`src/rtl/pipe_skid_buffer_pkg.sv`:
```
// -----------------------------------------------------------------------------
// pipe_skid_buffer_pkg
// Shared pipeline package for all inter-stage buffers (IF/ID, ID/EX, EX/MEM,
// MEM/WB). Holds the default payload/control/statistics widths, the occupancy
// state encoding and a helper that maps a state onto its occupancy count.
// -----------------------------------------------------------------------------
package pipe_skid_buffer_pkg;

   localparam int DEF_DATA_W = 64;
   localparam int DEF_CTRL_W = 32;
   localparam int DEF_CNT_W  = 16;

   // Occupancy state: the encoding equals the number of held entries.
   typedef enum logic [1:0] {
      ST_EMPTY = 2'd0,
      ST_ONE   = 2'd1,
      ST_TWO   = 2'd2
   } buf_state_e;

   // Occupancy count reported for a given state.
   function automatic logic [1:0] state_count(input buf_state_e s);
      logic [1:0] c;
      case (s)
         ST_EMPTY: c = 2'd0;
         ST_ONE:   c = 2'd1;
         ST_TWO:   c = 2'd2;
         default:  c = 2'd0;
      endcase
      return c;
   endfunction

endpackage : pipe_skid_buffer_pkg

```
`src/rtl/pipe_skid_buffer_if.sv`:
```
// -----------------------------------------------------------------------------
// pipe_skid_buffer_if
// Handshake bundle of one inter-stage buffer: the upstream valid/ready/data/
// ctrl channel, the downstream valid/ready/data/ctrl channel and the flush.
//   slave  : the buffer's view (consumes in_*, flush, out_ready; drives the rest)
//   master : the surrounding pipeline's view (the opposite directions)
// -----------------------------------------------------------------------------
interface pipe_skid_buffer_if
   import pipe_skid_buffer_pkg::*;
#(
   parameter int DATA_W = DEF_DATA_W,
   parameter int CTRL_W = DEF_CTRL_W
)();

   logic              in_valid;
   logic              in_ready;
   logic [DATA_W-1:0] in_data;
   logic [CTRL_W-1:0] in_ctrl;
   logic              out_valid;
   logic              out_ready;
   logic [DATA_W-1:0] out_data;
   logic [CTRL_W-1:0] out_ctrl;
   logic              flush;

   modport slave (
      input  in_valid, in_data, in_ctrl, out_ready, flush,
      output in_ready, out_valid, out_data, out_ctrl
   );

   modport master (
      output in_valid, in_data, in_ctrl, out_ready, flush,
      input  in_ready, out_valid, out_data, out_ctrl
   );

endinterface : pipe_skid_buffer_if

```
`src/rtl/pipe_entry_reg.sv`:
```
// -----------------------------------------------------------------------------
// pipe_entry_reg
// One buffer entry ({data, ctrl}) with synchronous clear and load enable.
// Clear has priority over load; otherwise the entry holds.
//   clk  : clock
//   clr  : synchronous clear to all-zero
//   load : capture d
//   d    : next entry value
//   q    : held entry value
// -----------------------------------------------------------------------------
module pipe_entry_reg
   import pipe_skid_buffer_pkg::*;
#(
   parameter int W = DEF_DATA_W + DEF_CTRL_W
)(
   input  logic         clk,
   input  logic         clr,
   input  logic         load,
   input  logic [W-1:0] d,
   output logic [W-1:0] q
);

   // Entry storage: clear, load or hold.
   always_ff @(posedge clk) begin
      if (clr) begin
         q <= {W{1'b0}};
      end else if (load) begin
         q <= d;
      end else begin
         q <= q;
      end
   end

endmodule : pipe_entry_reg

```
`src/rtl/pipe_skid_buffer.sv`:
```
// -----------------------------------------------------------------------------
// pipe_skid_buffer
// Two-entry pipeline skid buffer (head + skid) with flush and a saturating
// stall counter. The head entry drives the outputs directly; the skid entry
// absorbs the one transfer already in flight when downstream stalls, which
// lets in_ready be a register with no path from out_ready/in_valid/flush.
//   clk       : clock, all state on rising edge
//   reset     : synchronous active-high reset, dominates everything
//   bus       : handshake bundle (slave view)
//   count     : occupancy 0..2
//   stall_cnt : cycles with out_valid=1 and out_ready=0, saturating
// Bubbles always carry out_ctrl=0 (NOP); out_data is zeroed on bubbles only
// when ZERO_DATA=1, otherwise it keeps the last head payload.
// -----------------------------------------------------------------------------
module pipe_skid_buffer
   import pipe_skid_buffer_pkg::*;
#(
   parameter int DATA_W    = DEF_DATA_W,
   parameter int CTRL_W    = DEF_CTRL_W,
   parameter bit ZERO_DATA = 1'b0,
   parameter int CNT_W     = DEF_CNT_W
)(
   input  logic             clk,
   input  logic             reset,
   pipe_skid_buffer_if.slave bus,
   output logic [1:0]       count,
   output logic [CNT_W-1:0] stall_cnt
);

   localparam int               ENT_W     = DATA_W + CTRL_W;
   localparam logic [CNT_W-1:0] STALL_MAX = {CNT_W{1'b1}};

   buf_state_e       state_r;
   buf_state_e       next_s;
   logic             in_ready_r;
   logic             out_valid_r;
   logic [1:0]       count_r;
   logic [CNT_W-1:0] stall_cnt_r;

   logic             accept_s;
   logic             pop_s;
   logic             go_empty_s;
   logic             head_load_s;
   logic             head_clr_s;
   logic             skid_load_s;
   logic             skid_clr_s;
   logic [ENT_W-1:0] in_ent_s;
   logic [ENT_W-1:0] head_d_s;
   logic [ENT_W-1:0] head_q_s;
   logic [ENT_W-1:0] skid_q_s;

   assign in_ent_s = {bus.in_data, bus.in_ctrl};
   assign accept_s = bus.in_valid & in_ready_r;
   assign pop_s    = out_valid_r & bus.out_ready;

   // Next state and entry-register controls from the accept/pop/flush events.
   always_comb begin
      next_s      = state_r;
      head_load_s = 1'b0;
      head_d_s    = in_ent_s;
      skid_load_s = 1'b0;
      go_empty_s  = 1'b0;
      if (reset) begin
         next_s = ST_EMPTY;
      end else if (bus.flush) begin
         // Held entries and any same-cycle accept are dropped; a same-cycle
         // pop has already been seen by downstream.
         next_s     = ST_EMPTY;
         go_empty_s = 1'b1;
      end else begin
         case (state_r)
            ST_EMPTY: begin
               if (accept_s) begin
                  next_s      = ST_ONE;
                  head_load_s = 1'b1;
               end else begin
                  next_s = ST_EMPTY;
               end
            end
            ST_ONE: begin
               if (accept_s && pop_s) begin
                  next_s      = ST_ONE;
                  head_load_s = 1'b1;
               end else if (accept_s) begin
                  next_s      = ST_TWO;
                  skid_load_s = 1'b1;
               end else if (pop_s) begin
                  next_s     = ST_EMPTY;
                  go_empty_s = 1'b1;
               end else begin
                  next_s = ST_ONE;
               end
            end
            ST_TWO: begin
               // in_ready is low here, so only a pop can happen.
               if (pop_s) begin
                  next_s      = ST_ONE;
                  head_load_s = 1'b1;
                  head_d_s    = skid_q_s;
               end else begin
                  next_s = ST_TWO;
               end
            end
            default: begin
               next_s     = ST_EMPTY;
               go_empty_s = 1'b1;
            end
         endcase
      end
      // Becoming a bubble: ctrl must read as NOP; payload is kept when
      // ZERO_DATA=0 (the clear below handles ZERO_DATA=1).
      if (go_empty_s && !ZERO_DATA) begin
         head_load_s = 1'b1;
         head_d_s    = {head_q_s[ENT_W-1 -: DATA_W], {CTRL_W{1'b0}}};
      end else begin
         head_load_s = head_load_s;
      end
   end

   assign head_clr_s = reset | (go_empty_s & ZERO_DATA);
   assign skid_clr_s = reset | bus.flush;

   pipe_entry_reg #(.W(ENT_W)) u_head (
      .clk  (clk),
      .clr  (head_clr_s),
      .load (head_load_s),
      .d    (head_d_s),
      .q    (head_q_s)
   );

   pipe_entry_reg #(.W(ENT_W)) u_skid (
      .clk  (clk),
      .clr  (skid_clr_s),
      .load (skid_load_s),
      .d    (in_ent_s),
      .q    (skid_q_s)
   );

   // State, registered handshake/status outputs and the stall counter.
   always_ff @(posedge clk) begin
      if (reset) begin
         state_r     <= ST_EMPTY;
         count_r     <= 2'd0;
         out_valid_r <= 1'b0;
         in_ready_r  <= 1'b0;
         stall_cnt_r <= {CNT_W{1'b0}};
      end else begin
         state_r     <= next_s;
         count_r     <= state_count(next_s);
         out_valid_r <= (next_s != ST_EMPTY);
         in_ready_r  <= (next_s != ST_TWO);
         if (out_valid_r && !bus.out_ready && (stall_cnt_r != STALL_MAX)) begin
            stall_cnt_r <= stall_cnt_r + CNT_W'(1);
         end else begin
            stall_cnt_r <= stall_cnt_r;
         end
      end
   end

   assign bus.in_ready  = in_ready_r;
   assign bus.out_valid = out_valid_r;
   assign bus.out_data  = head_q_s[ENT_W-1 -: DATA_W];
   assign bus.out_ctrl  = head_q_s[CTRL_W-1:0];
   assign count         = count_r;
   assign stall_cnt     = stall_cnt_r;

endmodule : pipe_skid_buffer
```
`src/flat_wrapper.sv`:
```
// flat-port wrapper written by rule: the top's interface ports become plain ports
module pipe_skid_buffer_flat import pipe_skid_buffer_pkg::*;
#(
   parameter int DATA_W    = DEF_DATA_W,
   parameter int CTRL_W    = DEF_CTRL_W,
   parameter bit ZERO_DATA = 1'b0,
   parameter int CNT_W     = DEF_CNT_W
)
  (clk, reset, count, stall_cnt, bus_in_valid, bus_in_data, bus_in_ctrl, bus_out_ready, bus_flush, bus_in_ready, bus_out_valid, bus_out_data, bus_out_ctrl);
  pipe_skid_buffer_if #(.DATA_W(DATA_W), .CTRL_W(CTRL_W)) bus_i ();
  input  logic clk;
  input  logic reset;
  output logic [1:0] count;
  output logic [CNT_W-1:0] stall_cnt;
  input wire logic [$bits(bus_i.in_valid)-1:0] bus_in_valid;
  input wire logic [$bits(bus_i.in_data)-1:0] bus_in_data;
  input wire logic [$bits(bus_i.in_ctrl)-1:0] bus_in_ctrl;
  input wire logic [$bits(bus_i.out_ready)-1:0] bus_out_ready;
  input wire logic [$bits(bus_i.flush)-1:0] bus_flush;
  output wire logic [$bits(bus_i.in_ready)-1:0] bus_in_ready;
  output wire logic [$bits(bus_i.out_valid)-1:0] bus_out_valid;
  output wire logic [$bits(bus_i.out_data)-1:0] bus_out_data;
  output wire logic [$bits(bus_i.out_ctrl)-1:0] bus_out_ctrl;
  assign bus_i.in_valid = bus_in_valid;
  assign bus_i.in_data = bus_in_data;
  assign bus_i.in_ctrl = bus_in_ctrl;
  assign bus_i.out_ready = bus_out_ready;
  assign bus_i.flush = bus_flush;
  assign bus_in_ready = bus_i.in_ready;
  assign bus_out_valid = bus_i.out_valid;
  assign bus_out_data = bus_i.out_data;
  assign bus_out_ctrl = bus_i.out_ctrl;
  pipe_skid_buffer #(.DATA_W(DATA_W), .CTRL_W(CTRL_W), .ZERO_DATA(ZERO_DATA), .CNT_W(CNT_W)) u_core (.clk(clk), .reset(reset), .bus(bus_i), .count(count), .stall_cnt(stall_cnt));
endmodule
```
`config.mk`:
```
export PLATFORM = sky130hd
export DESIGN_NAME = pipe_skid_buffer_flat
export DESIGN_NICKNAME = d
export VERILOG_FILES = /design/src/rtl/pipe_skid_buffer_pkg.sv /design/src/rtl/pipe_skid_buffer_if.sv /design/src/rtl/pipe_entry_reg.sv /design/src/rtl/pipe_skid_buffer.sv /design/src/flat_wrapper.sv
export SDC_FILE = /design/constraint.sdc
export NUM_CORES = 1
export LEC_CHECK = 0
export BUFFER_PORTS_ARGS = -buffer_cell sky130_fd_sc_hd__buf_2
export CORE_ASPECT_RATIO = 1.4
export CORE_MARGIN = 5
export CORE_UTILIZATION = 60
export CTS_BUF_LIST = sky130_fd_sc_hd__clkbuf_4 sky130_fd_sc_hd__clkbuf_8
export CTS_CLUSTER_DIAMETER = 100
export DETAILED_ROUTE_END_ITERATION = 7
export HOLD_SLACK_MARGIN = 0.03
export PLACE_DENSITY = 0.88
export SLEW_MARGIN = 10
export SYNTH_ARGS = -nofsm -noshare
export SYNTH_HDL_FRONTEND = slang
export SYNTH_SLANG_ARGS = --single-unit
```
`constraint.sdc`:
```
create_clock -name clk -period 6.2 [get_ports clk]
set_clock_uncertainty 0.1 [all_clocks]
set_input_delay 1.55 -clock clk [delete_from_list [all_inputs] [get_ports clk]]
set_output_delay 1.55 -clock clk [all_outputs]
set_load 0.01 [all_outputs]
```
* After elaboration in Yosys (flattened, before gate mapping)
Cells that the tools add are included.
** Storage, ports and cells
- Register bits after elaboration :: 214
- Latch bits :: 0
- Memory bits (writable) :: 0
- ROM bits :: 0
- Bits of input ports :: 101
- Memories :: 0
** Cells by class
- $add $sub $neg :: 1
- $mul :: 0
- Div/mod/pow operators :: 0
- $lt $le $gt $ge :: 0
- Equal/unequal tests :: 6
- Shift operators :: 0
- Muxes and demuxes :: 29
- Bitwise logic cells :: 4
- Reduce and logical (&&, ||, !) cells :: 8
** Operator list (number)
- 2-to-1 mux 96 bit :: 3
- 2-to-1 mux 32 bit :: 1
- adder 16 x 1 -> 16 bit (second input constant) :: 1
- 2-to-1 mux 1 bit :: 16
- != test 16 bit (second input constant) :: 1
- 2-to-1 mux 2 bit :: 5
- one-hot mux 2 bit (3 select lines) :: 1
- == test 2 x 1 -> 1 bit (second input constant) :: 2
- == test 2 bit (second input constant) :: 2
- one-hot mux 2 bit (2 select lines) :: 1
- logical AND 1 bit :: 3
- one-hot mux 1 bit (3 select lines) :: 1
- AND 1 bit :: 2
- zero test 2 bit :: 1
- != test 2 bit (second input constant) :: 1
- one-hot mux 1 bit (2 select lines) :: 1
- AND reduction 2 bit :: 1
- nonzero test 2 bit :: 1
- OR reduction 2 bit :: 1
- zero test 1 bit :: 1
- NOT 1 bit :: 1
- bitwise OR 1 bit :: 1

* Depth between registers and ports, before layout
Gate-level depths: netlist of run 1.
- Word-level depth :: 9
- Depth in mapped cells :: 10
- Depth with buffers taken out :: 8

* Hierarchy
Synthesis of run 1 repeated with hierarchy kept, for this count alone.
** Second synthesis, totals
- Cells, all modules :: 1080
- Area, all modules :: 9756.9 sq um
** By module, submodules not included
- pipe_entry_reg :: times used 2, cells an instance 310, area an instance 3429.5 sq um, sequential area each 1921.8 sq um
- pipe_skid_buffer :: times used 1, cells an instance 460, area an instance 2897.8 sq um, sequential area each 440.4 sq um

* Worst setup path after synthesis of run 1
No wires, ideal clock.
- Path type :: input port to flip-flop
- Start point :: input port bus_out_ready
- End point :: register u_core.u_head.q[32]
- Setup time :: 146 ps
- Arrival time :: 2864 ps
- Path slack :: 3090 ps
- Stages :: 9
- Cells stage by stage :: nand2_2 inv_1 ha_1 o21ai_0 nand2_1 o21ba_2 buf_4 buf_2 a211oi_2
** Between the ends
- Cells in the longest elaborated chain, start to end :: 9
** Ends and longest elaborated chain
- start: declaration :: line flat_wrapper.sv:18 : input wire logic [$bits(bus_i.out_ready)-1:0] bus_out_ready;
- AND 1 bit (*) :: line pipe_skid_buffer.sv:54 : assign pop_s = out_valid_r & bus.out_ready;
- 2-to-1 mux 1 bit :: line pipe_skid_buffer.sv:87, pipe_skid_buffer.sv:96
- 2-to-1 mux 1 bit :: line pipe_skid_buffer.sv:84 : end else if (accept_s) begin
- 2-to-1 mux 1 bit :: line pipe_skid_buffer.sv:81 : if (accept_s && pop_s) begin
- one-hot mux 1 bit (2 select lines) :: line pipe_skid_buffer.sv:71 : case (state_r)
- 2-to-1 mux 1 bit :: line pipe_skid_buffer.sv:65 : end else if (bus.flush) begin
- 2-to-1 mux 1 bit :: line pipe_skid_buffer.sv:63 : if (reset) begin
- 2-to-1 mux 1 bit or NOT 1 bit (tied branches)
- AND reduction 2 bit (no source line)
- end signal: assignment :: line pipe_entry_reg.sv:26 : q <= {W{1'b0}};
- end signal: assignment :: line pipe_entry_reg.sv:30 : q <= q;
- end: declaration :: line pipe_entry_reg.sv:20 : output logic [W-1:0] q
Mark *: on every way between the ends. The rest lies on a longest branch, timed or not.
A chain may end at the register's enable or synchronous reset.

* Final worst setup path of run 1
- Start point :: input port bus_out_ready
- End point :: register u_core.u_head.q[67]
Same word-level chain as after synthesis.

==> results of run 1 <==
-- cells in the final DEF (no fill, tap or decap), types with 2 or more instances in the layout --
cell type / synthesis / final
buf_4: 16 / 9
dfxtp_1: 214 / 214
and4_1: 2 / 2
nor3_1: 3 / 2
inv_1: 2 / 2
xor2_1: 8 / 8
and3_1: 4 / 4
mux2i_1: 96 / 96
a21oi_1: 100 / 100
o21ai_0: 6 / 6
nand2_1: 203 / 203
buf_2: 20 / 215
or3_1: 2 / 2
nor2_1: 115 / 115
and3b_1: 2 / 2
clkbuf_4: 2 / 13
a211oi_2: 60 / 60
clkbuf_8: 0 / 40
ha_1: 2 / 2
a211oi_1: 36 / 36
nand2_2: 2 / 2
xnor2_1: 4 / 4
nand4_1: 10 / 10
nand3_1: 5 / 4
-- worst reg2reg max path, stage by stage, from the launching register on --
cell	delay, ps
dfxtp_1	350
nand2_2	180
inv_1	110
ha_1	210
o21ai_0	140
nand2_1	70
buf_4	270
o21ba_4	1030
buf_4	500
nor2_1	120
a211oi_2	230
-- power groups by stage --
| stage | Clock, W | Sequential, W | Combinational, W |
|---|---|---|---|
| 2_1_floorplan | 0 | 0.00145 | 0.000100 |
| 3_3_place_gp | 0 | 0.00144 | 0.000183 |
| 3_5_place_dp | 0 | 0.00144 | 0.000188 |
| 4_1_cts | 0.00122 | 0.00141 | 0.000189 |
| 5_1_grt | 0.00129 | 0.00141 | 0.000207 |
| 6_report | 0.00120 | 0.00141 | 0.000189 |
-- cells by family (layout without fill, tap and decap cells) --
kind of cell,count (synthesis),count (layout),share of synthesized area [%]
buf+inv,78,282,5.039
simple gates,361,361,16.84
mux,96,96,10.78
flops,214,214,48.06
fa+ha+maj,2,2,0.2807
compound gates,207,207,17.82
xor+xnor,12,12,1.179
-- sequential cells by signal (all words and copies together), names as in the netlist --
register / cells
u_core.u_skid.q: 96
u_core.bus.in_ready: 1
u_core.bus.out_valid: 1
u_core.u_head.q: 96
u_core.state_r: 2
u_core.count: 2
u_core.stall_cnt: 16
-- worst max path at each step --
stage,from,to
after floorplan,bus_out_ready,u_core.u_head.q[32]
after global placement,bus_out_ready,u_core.u_head.q[77]
after detailed placement,bus_out_ready,u_core.u_head.q[93]
after CTS,bus_out_ready,u_core.u_head.q[67]
after global routing,bus_out_ready,u_core.u_head.q[67]
final,bus_out_ready,u_core.u_head.q[67]
-- metal layers --
| metal | part of all wire (%) | vias up | global-route usage [%] |
|---|---|---|---|
| met1 | 40 | 3566 | 28.98 |
| met2 | 50 | 243 | 42.51 |
| met4 | 3.1 | 0 | 8.992 |
| li1 | - | 3699 | - |
| met3 | 7.3 | 55 | 5.551 |
| met5 | 0 | - | 0 |
-- stage by stage --
step / power (W) / hold WS (ps) / setup WS (ps)
2_1_floorplan: 0.001547 / 336.0 / 3090
3_3_place_gp: 0.001622 / 340.6 / 1629
3_5_place_dp: 0.001628 / 346.3 / 1528
4_1_cts: 0.002815 / 355.7 / 2069
5_1_grt: 0.002908 / 370.3 / 1787
6_report: 0.002796 / 354.2 / 2039
-- synthesized netlist by cell type, drive strengths merged (4+ instances only) --
cell type / n / area (sq um)
nand4: 10 / 62.56
a21oi: 100 / 500.5
nand3: 6 / 35.03
mux2i: 96 / 960.9
clkbuf: 34 / 135.1
and3: 4 / 25.02
buf: 42 / 306.5
o21ai: 6 / 30.03
nand2: 205 / 774.5
xor2: 8 / 70.07
xnor2: 4 / 35.03
a211oi: 96 / 1021
nor2: 116 / 437.9
dfxtp: 214 / 4284
-- final cells by class --
type / instances / area, sq um
Sequential cell: 214 / 4284
Multi-Input combinational cell: 678 / 4214
Fill cell: 1079 / 3920
Timing Repair Buffer: 225 / 1164
Clock buffer: 53 / 648.1
Tap cell: 189 / 236.5
Clock inverter: 2 / 35.03
Inverter: 2 / 7.507
==> reports/metrics.yaml, run 1 <==
final_layout:
  num_antenna_cells: 0
  stdcell_count: 1363
  final_nets: 1255
  syn_to_final_growth_pct: 18.78
  drive_gt1_share_pct: 30.15
  fin_util_pct: 72.98
  stdcell_area_sq_um: 10590
setup_path:
  crit_chain: "buf_2, nand2_2, inv_1, ha_1, o21ai_0, nand2_1, buf_4, o21ba_4, buf_4, nor2_1, a211oi_2"
  critical_path.slowest_cell: "o21ba_4"
  worstSetupPathDepth: 11
  r2r_start: "u_core.bus.out_valid"
  critical_path_class: "input pin to register"
  path_delay_family: "compound AO/OA/AOI/OAI gates"
  critical_path_peak_fanout: 78
  critPathLaunchType: "input pin"
  r2r_slack_ps: 2790
  cpMostUsedCell: "buf_4"
  required_ps: 6540
  max_stage_delay_ps: 1030
  r2r-end: "u_core.u_head.q[67]"
  cp-end-kind: "register"
  critical_path_arrival_ps: 4500
  crit_buf_inv: 4
  r2r_cells: 10
clocking:
  cts_resized: 0
  clk_latency_ps: 540
  cts_tree: "built"
  cts_buffer_depth: 3
  path_clk_slew_ps: 60
  cts.sinks: 214
  cts_buffers: 31
  cts_max_level: 1
  root_buffer: "clkbuf_8"
  post_cts_buffers: 0
  hold_buffers: 0
global_routing:
  grt_overflow: 0
  grt_pass1_vias: 7599
  grt_use_total_pct: 24.32
  grt_max_degree: 97
  antenna_found_initial: 0
  grt_pass1_wl_um: 36070
floorplan:
  rows: 52
  die-area_sq_um: 17430
  ios: 217
  die_w_um: 113.0
  initial_utilization_pct: 61.44
  coreArea_sq_um: 14510
  die_y_um: 154.2
hold_path:
  holdPathStages: 2
  worstHoldStart: "u_core.u_skid.q[63]"
  hold_path_end: "u_core.u_skid.q[63]"
  hold_class: "register to register"
sta:
  setup_viol: 0
  fmax_mhz: 240.3
  period_minus_slack_ps: 4161
  finalCritPeriodShare_pct: 67.12
  finalSetupTns_ps: 0
  tightest_slew_ps: 1201
  finalHoldViolCount: 0
  max_slew_margin_pct: 19.90
  grt_setup_unrepaired: "false"
  finalMaxSlewViolations: 0
placed_design:
  gp_congestion: 0.8127
  port_buffers: 216
  dpl-instance-area_sq_um: 9906
  placed_cells: 1308
  place_hpwl_um: 14160
detailed_routing:
  drt_iter0_markers: 500
  vias: 7563
  routed_wirelength_um: 22120
  wl_per_cell_um: 16.23
  vias_per_cell: 5.549
  drt_first_pass_iters: 5
  post-route-drc-count: 0
  antenna_left: 0
logic_synthesis:
  syn_nets: 1073
  ys_seq_area_share_pct: 48.06
  synth.cell_area_sq_um: 8915
  synth_edf_count: 0
  ys_warn_count: 0
  async_flop_share_pct: 0
  synthCells: 970
  synth-seq-cells: 214
  postSynthAreaPerCell_sq_um: 9.191
  ys.flop_type: "dfxtp_1"
  yosys.cell_types.count: 43
power_and_ir_drop:
  switching_share_pct: 22.69
  ir_worst_vdd_uv: 227.0
  powerDensity_nw_per_um2: 264.1
  p_int_w: 0.002162
  p_comb_share_pct: 6.7
  share_clk_of_total_power_pct: 42.8
  seq_power_share_pct: 50.4
  power.leakage_nw: 3.879
  switchingPower_w: 0.0006345
outcome:
  status: "finished clean"
run:
  maxCapViolCount: 0
Note: power is estimated with default switching activity, not from simulation.
==> run 2, diff against run 1 <==
- CORE_UTILIZATION: 60 -> 55
- PLACE_DENSITY: 0.88 -> 0.82
- clock period: 6.2 -> 4.21 ns (I/O delays scaled with it)
==> run 2 against run 1 <==
Power grew 47%; setup slack worse by 530 ps; clock-buffer cell count is 4 lower; largest power group unchanged.
==> reports/metrics.yaml, run 2 (same netlist as run 1, synthesis figures left out) <==
clocking:
  cts.sinks: 214  # unchanged
  cts_buffer_depth: 3  # unchanged
  cts_buffers: 31  # unchanged
  cts_tree: "built"
  root_buffer: "clkbuf_8"
  post_cts_buffers: 0  # unchanged
  cts_max_level: 1  # unchanged
  path_clk_slew_ps: 60  # about the same
  hold_buffers: 0  # unchanged
  clk_latency_ps: 550  # about the same
  cts_resized: 0  # unchanged
detailed_routing:
  antenna_left: 0  # unchanged
  vias: 7510  # -0.70%
  routed_wirelength_um: 21940  # -0.78%
  drt_first_pass_iters: 5  # unchanged
  drt_iter0_markers: 400  # -20%
  post-route-drc-count: 0  # unchanged
  wl_per_cell_um: 15.89  # -2.1%
  vias_per_cell: 5.438  # -2.0%
floorplan:
  die-area_sq_um: 18890  # +8.4%
  die_y_um: 160.6  # +4.2%
  ios: 217  # unchanged
  coreArea_sq_um: 16030  # +11%
  initial_utilization_pct: 55.60  # -5.8 points
  die_w_um: 117.6  # +4.1%
  rows: 55  # +5.8%
final_layout:
  num_antenna_cells: 0  # unchanged
  final_common_cell: "buf_2"
  drive_gt1_share_pct: 30.63  # +0.47 points
  syn_to_final_growth_pct: 20.41
  final_nets: 1261  # +0.48%
  fin_util_pct: 66.95  # -6.0 points
  final_cell_mix: "215 x buf_2, 214 x dfxtp_1, 203 x nand2_1, 115 x nor2_1, 100 x a21oi_1"
placed_design:
  place_hpwl_um: 14410  # +1.7%
  gp_congestion: 0.8151  # +0.30%
  port_buffers: 216  # unchanged
global_routing:
  grt_use_total_pct: 22.48  # -1.8 points
  grt_pass1_wl_um: 36440  # +1.0%
  grt_overflow: 0  # unchanged
  grt_pass1_vias: 7658  # +0.78%
  grt_max_degree: 66  # -32%
  antenna_found_initial: 1  # +1
power_and_ir_drop:
  powerDensity_nw_per_um2: 383.4  # +45%
  ir_worst_vdd_uv: 253.8  # +12%
  power.leakage_nw: 3.937  # +1.5%
setup_path:
  required_ps: 4570  # -1970 ps
  critical_path.slowest_cell: "o21ba_4"
  critical_path_arrival_ps: 3060  # -1440 ps
  r2r_start: "u_core.bus.out_valid"
  r2r_slack_ps: 1760  # -1030 ps
  r2r-end: "u_core.u_head.q[36]"
  r2r_cells: 9  # -1
  crit_chain: "buf_2, nand2_2, inv_1, ha_1, o21ai_0, nand2_1, o21ba_4, buf_4, nor2_1, a211oi_2"
  cp-end-kind: "register"
  critical_path_peak_fanout: 28  # -64%
  max_stage_delay_ps: 570  # -460 ps
  critPathLaunchType: "input pin"
  critical_path_class: "input pin to register"
sta:
  finalCritPeriodShare_pct: 64.27
  setup_viol: 0  # unchanged
  grt_setup_unrepaired: "false"
  finalHoldViolCount: 0  # unchanged
  period_minus_slack_ps: 2706
  finalMaxSlewViolations: 0  # unchanged
  tightest_slew_ps: 916.9  # -284.5 ps
  max_slew_margin_pct: 38.87  # +19 points
  finalSetupTns_ps: 0  # unchanged
  fmax_mhz: 369.6
hold_path:
  hold_class: "register to register"
  holdPathStages: 2  # unchanged
  hold_path_end: "u_core.u_skid.q[34]"
  worstHoldStart: "u_core.u_skid.q[34]"
run:
  maxCapViolCount: 0  # unchanged
outcome:
  status: "finished clean"
run 2: cell count changes in the layout (fill, tap and decap cells not counted), sizes merged:
cell / change
buf: +6
clkinv: +6
clkbuf: -4
run 2: worst max path at each step:
stage	start	endpoint	slack, ps	cells past startpoint
2_1_floorplan	bus_out_ready	u_core.u_head.q[32]	1600	9
6_report	bus_out_ready	u_core.u_head.q[36]	1500	10
5_1_grt	bus_out_ready	u_core.u_head.q[77]	1410	10
3_3_place_gp	bus_out_ready	u_core.u_head.q[38]	1000	10
3_5_place_dp	bus_out_ready	u_core.u_head.q[36]	930	10
4_1_cts	bus_out_ready	u_core.u_head.q[36]	1520	10
run 2: cell type report:
cell class	instances	area, sq um
tap	199	249.0
clock inverter	8	65.06
fill	1297	5300
clock buffer	49	618.1
inverter	2	7.507
timing repair buffer	231	1296
multi-input combinational	678	4214
sequential	214	4284
run 2: report_power, final:
part | total, W | internal (W) | switching, W
Combinational | 0.000282 | 0.000112 | 0.000170
Sequential | 0.00208 | 0.00206 | 0.0000190
Clock | 0.00176 | 0.000992 | 0.000765
Total | 0.00412 | 0.00316 | 0.000954
run 2: routing by layer:
metal | GRT usage, % | vias to the layer above | wire length, um
li1 | - | 3711 | -
met1 | 25.50 | 3507 | 8728
met2 | 40.58 | 243 | 11100
met3 | 6.023 | 47 | 1607
met4 | 7.616 | 2 | 499
met5 | 0 | - | 7
run 2: stage by stage:
stage                     power, W  std cells  cell area (sq um)  setup slack (ps)  hold slack, ps
final                     0.004115       1381              10730              1504           352.6
after global routing      0.004286       1381              10730              1408           367.6
after CTS                 0.004159       1381              10730              1516           354.6
after detailed placement  0.002403       1324              10050             934.1           346.1
after global placement    0.002397       1324              10050              1003           340.8
after floorplan           0.002278        970               8915              1597           336.0
run 2: critical path, delay by kind of cell:
kind            cells  cell delay [ps]
buf+inv             3              560
compound gates      3              910
fa+ha+maj           1              200
simple gates        3              320
==> run 3, diff against run 2 <==
- ABC_AREA: default -> 1
- CORE_UTILIZATION: 55 -> 50
- PLACE_DENSITY: 0.82 -> 0.78
- clock period: 4.21 -> 2.2 ns (I/O delays scaled with it)
==> run 3 against run 2 <==
Power is 97% higher; via count up 18%; synthesized cell count increased by 32%; design area grew 2.8%; wire length up 11%; setup slack got worse by 1200 ps; critical endpoint is now u_core.stall_cnt[2]; first-iteration DRC count grew 74%; largest power group unchanged; critical path depth shrank 3.
==> reports/metrics.yaml, run 3 <==
setup_path:
  r2r_cells: 7  # -2
  crit_buf_inv: 0  # -3
  startpoint: "u_core.stall_cnt[0]"
  critical_path_arrival_ps: 2240  # -820 ps
  max_stage_delay_ps: 380  # -190 ps
  critical_path_class: "register to register"
  worstSetupPathDepth: 7  # -3
  required_ps: 2520  # -2050 ps
  cp-end-kind: "register"
  path_delay_family: "simple AND/OR/NAND/NOR gates"
  r2r_start: "u_core.stall_cnt[0]"
  critPathLaunchType: "register"
  cpMostUsedCell: "nand2_1"
  crit_chain: "ha_1, nand3_1, nor3_2, nand2_1, nand2_1, nand2_1, a21oi_1"
  critical_path_peak_fanout: 11  # -61%
  critical_path.slowest_cell: "dfxtp_1"
detailed_routing:
  routed_wirelength_um: 24360  # +11%
  drt_first_pass_iters: 5  # unchanged
  vias_per_cell: 5.106  # -6.1%
  antenna_left: 0  # unchanged
  drt_iter0_markers: 694  # +74%
  wl_per_cell_um: 14.08  # -11%
  post-route-drc-count: 0  # unchanged
  vias: 8833  # +18%
sta:
  fin_ws_ps: 281.9  # -1223 ps
  finalCritPeriodShare_pct: 87.19
  period_minus_slack_ps: 1918
  fmax_mhz: 521.3
  setup_viol: 0  # unchanged
  max_slew_margin_pct: 63.86  # +25 points
  tightest_slew_ps: 542.0  # -374.9 ps
  finalSetupTns_ps: 0  # unchanged
  whs_ps: 195.4  # -157.2 ps
  finalMaxSlewViolations: 0  # unchanged
  grt_setup_unrepaired: "false"
  finalHoldViolCount: 0  # unchanged
floorplan:
  rows: 58  # +5.5%
  coreArea_sq_um: 17920  # +12%
  ios: 217  # unchanged
  initial_utilization_pct: 50.56  # -5.0 points
  die_w_um: 123.8  # +5.3%
  die_y_um: 169.3  # +5.4%
  die-area_sq_um: 20960  # +11%
global_routing:
  antenna_found_initial: 1  # unchanged
  grt_overflow: 0  # unchanged
  grt_use_total_pct: 23.19  # +0.72 points
  grt_pass1_wl_um: 40310  # +11%
  grt_max_degree: 85  # +29%
  grt_pass1_vias: 8582  # +12%
placed_design:
  placed_cells: 1670  # +26%
  place_ws_ps: 54.61  # -879.5 ps
  port_buffers: 216  # unchanged
  place_hpwl_um: 15790  # +9.6%
  gp_congestion: 0.8264  # +1.4%
clocking:
  hold_buffers: 0  # unchanged
  clk_latency_ps: 490  # -60 ps
  cts_resized: 0  # unchanged
  path_clk_slew_ps: 60  # about the same
  cts_buffer_depth: 3  # unchanged
  post_cts_buffers: 0  # unchanged
  cts_buffers: 34  # +9.7%
  cts_max_level: 2  # +1
  cts_tree: "built"
  root_buffer: "clkbuf_8"
  cts.sinks: 214  # unchanged
final_layout:
  final_nets: 1569  # +24%
  syn_to_final_growth_pct: 21.81
  final_common_cell: "nor2_1"
  final_cell_mix: "269 x nor2_1, 232 x nand2_1, 216 x buf_2, 214 x dfxtp_1, 153 x o21ai_0"
  stdcell_count: 1730  # +25%
  ff_latch_area_sq_um: 4284  # unchanged
  multi_input_area_sq_um: 4033  # -4.3%
  num-fill-cells: 1633  # +26%
  drive_gt1_share_pct: 21.02  # -9.6 points
logic_synthesis:
  yosys.cell_types.count: 25  # -42%
  syn_nets: 1385  # +29%
  ys_warn_count: 0  # unchanged
  yosys.area.top_type: "dfxtp_1"
  ys_seq_area_share_pct: 47.27  # -0.78 points
  synth.cell_area_sq_um: 9062  # +1.7%
  synth_common_cells: "269 x nor2_1, 233 x nand2_1, 214 x dfxtp_1"
  synth-seq-cells: 214  # unchanged
  async_flop_share_pct: 0  # unchanged
  synth.top_cell.area_share_pct: 47.27  # -0.78 points
  ys.flop_type: "dfxtp_1"
  yosysMostFrequentCell: "nor2_1"
  synth_edf_count: 0  # unchanged
  postSynthAreaPerCell_sq_um: 7.069  # -23%
  synthCells: 1282  # +32%
  synth_area_leaders: "dfxtp_1 47%, nor2_1 11%, nand2_1 9.7%, o21ai_0 8.4%, nand3_1 4.4%"
hold_path:
  holdPathStages: 3  # +1
  hold_class: "input pin to register"
  worstHoldStart: "bus_in_data[24]"
outcome:
  status: "finished clean"
power_and_ir_drop:
  powerDensity_nw_per_um2: 732.5  # +91%
  ir_worst_vdd_uv: 507.2  # +100%
  power.leakage_nw: 5.146  # +31%
  power_w: 0.008087  # +97%
run:
  maxCapViolCount: 0  # unchanged
## run 3: cell count changes after synthesis, moves of 13 or more
cell,delta
nor2_1,+154
o21ai_0,+147
mux2i_1,-96
inv_1,+78
nand3_1,+75
a211oi_2,-60
a21oi_1,-38
nand2_1,+30
o21ai_1,+30
buf_2,+27
buf_4,-13
## run 3: worst min-delay path, cell delays in order
cell and delay, ps:
buf_2 80, nor2_1 40, nor2_1 80
## run 3: worst paths after layout
| path | slack, ps | endpoint |
|---|---|---|
| worst min register to register | 350 | u_core.u_skid.q[81] |
| worst min-delay path | 200 | u_core.u_skid.q[56] |
| worst max register to register | 280 | u_core.stall_cnt[2] |
| worst max-delay path | 280 | u_core.stall_cnt[2] |
## run 3: kinds of logic after synthesis
group / count (synthesis) / share of synthesized area [%]
AO/OA/AOI/OAI: 287 / 17.11
XOR/XNOR: 6 / 0.5800
adder cells (fa/ha/maj): 2 / 0.2761
buffers and inverters: 178 / 8.505
flip-flops: 214 / 47.27
AND/OR/NAND/NOR: 595 / 26.26
## run 3: final cells by class
type	count	share of cell area (%)
Sequential cell	214	38.81
Multi-Input combinational cell	890	36.53
Timing Repair Buffer	239	12.26
Clock buffer	55	6.290
Inverter	87	2.958
Tap cell	240	2.720
Clock inverter	4	0.4080
Antenna cell	1	0.02267
## run 3: through the flow
step	area, sq um	util [%]
after floorplan	9062	-
after global placement	10300	57.45
after detailed placement	10300	57.45
after CTS	11040	61.57
after global routing	11040	61.59
final	11040	61.59
## run 3: report_power, final
part / internal, W / switching [W]
registers: 0.00393 / 0.0000299
logic: 0.000192 / 0.000323
clock network: 0.00211 / 0.00150
total: 0.00623 / 0.00185
## run 3: routing by layer
| layer | GRT usage [%] | vias up | routed length, um |
|---|---|---|---|
| li1 | - | 4506 | - |
| met1 | 28.06 | 3978 | 10020 |
| met5 | 0 | - | 0 |
| met4 | 9.012 | 0 | 591 |
| met3 | 4.201 | 53 | 1613 |
| met2 | 40.38 | 296 | 12130 |
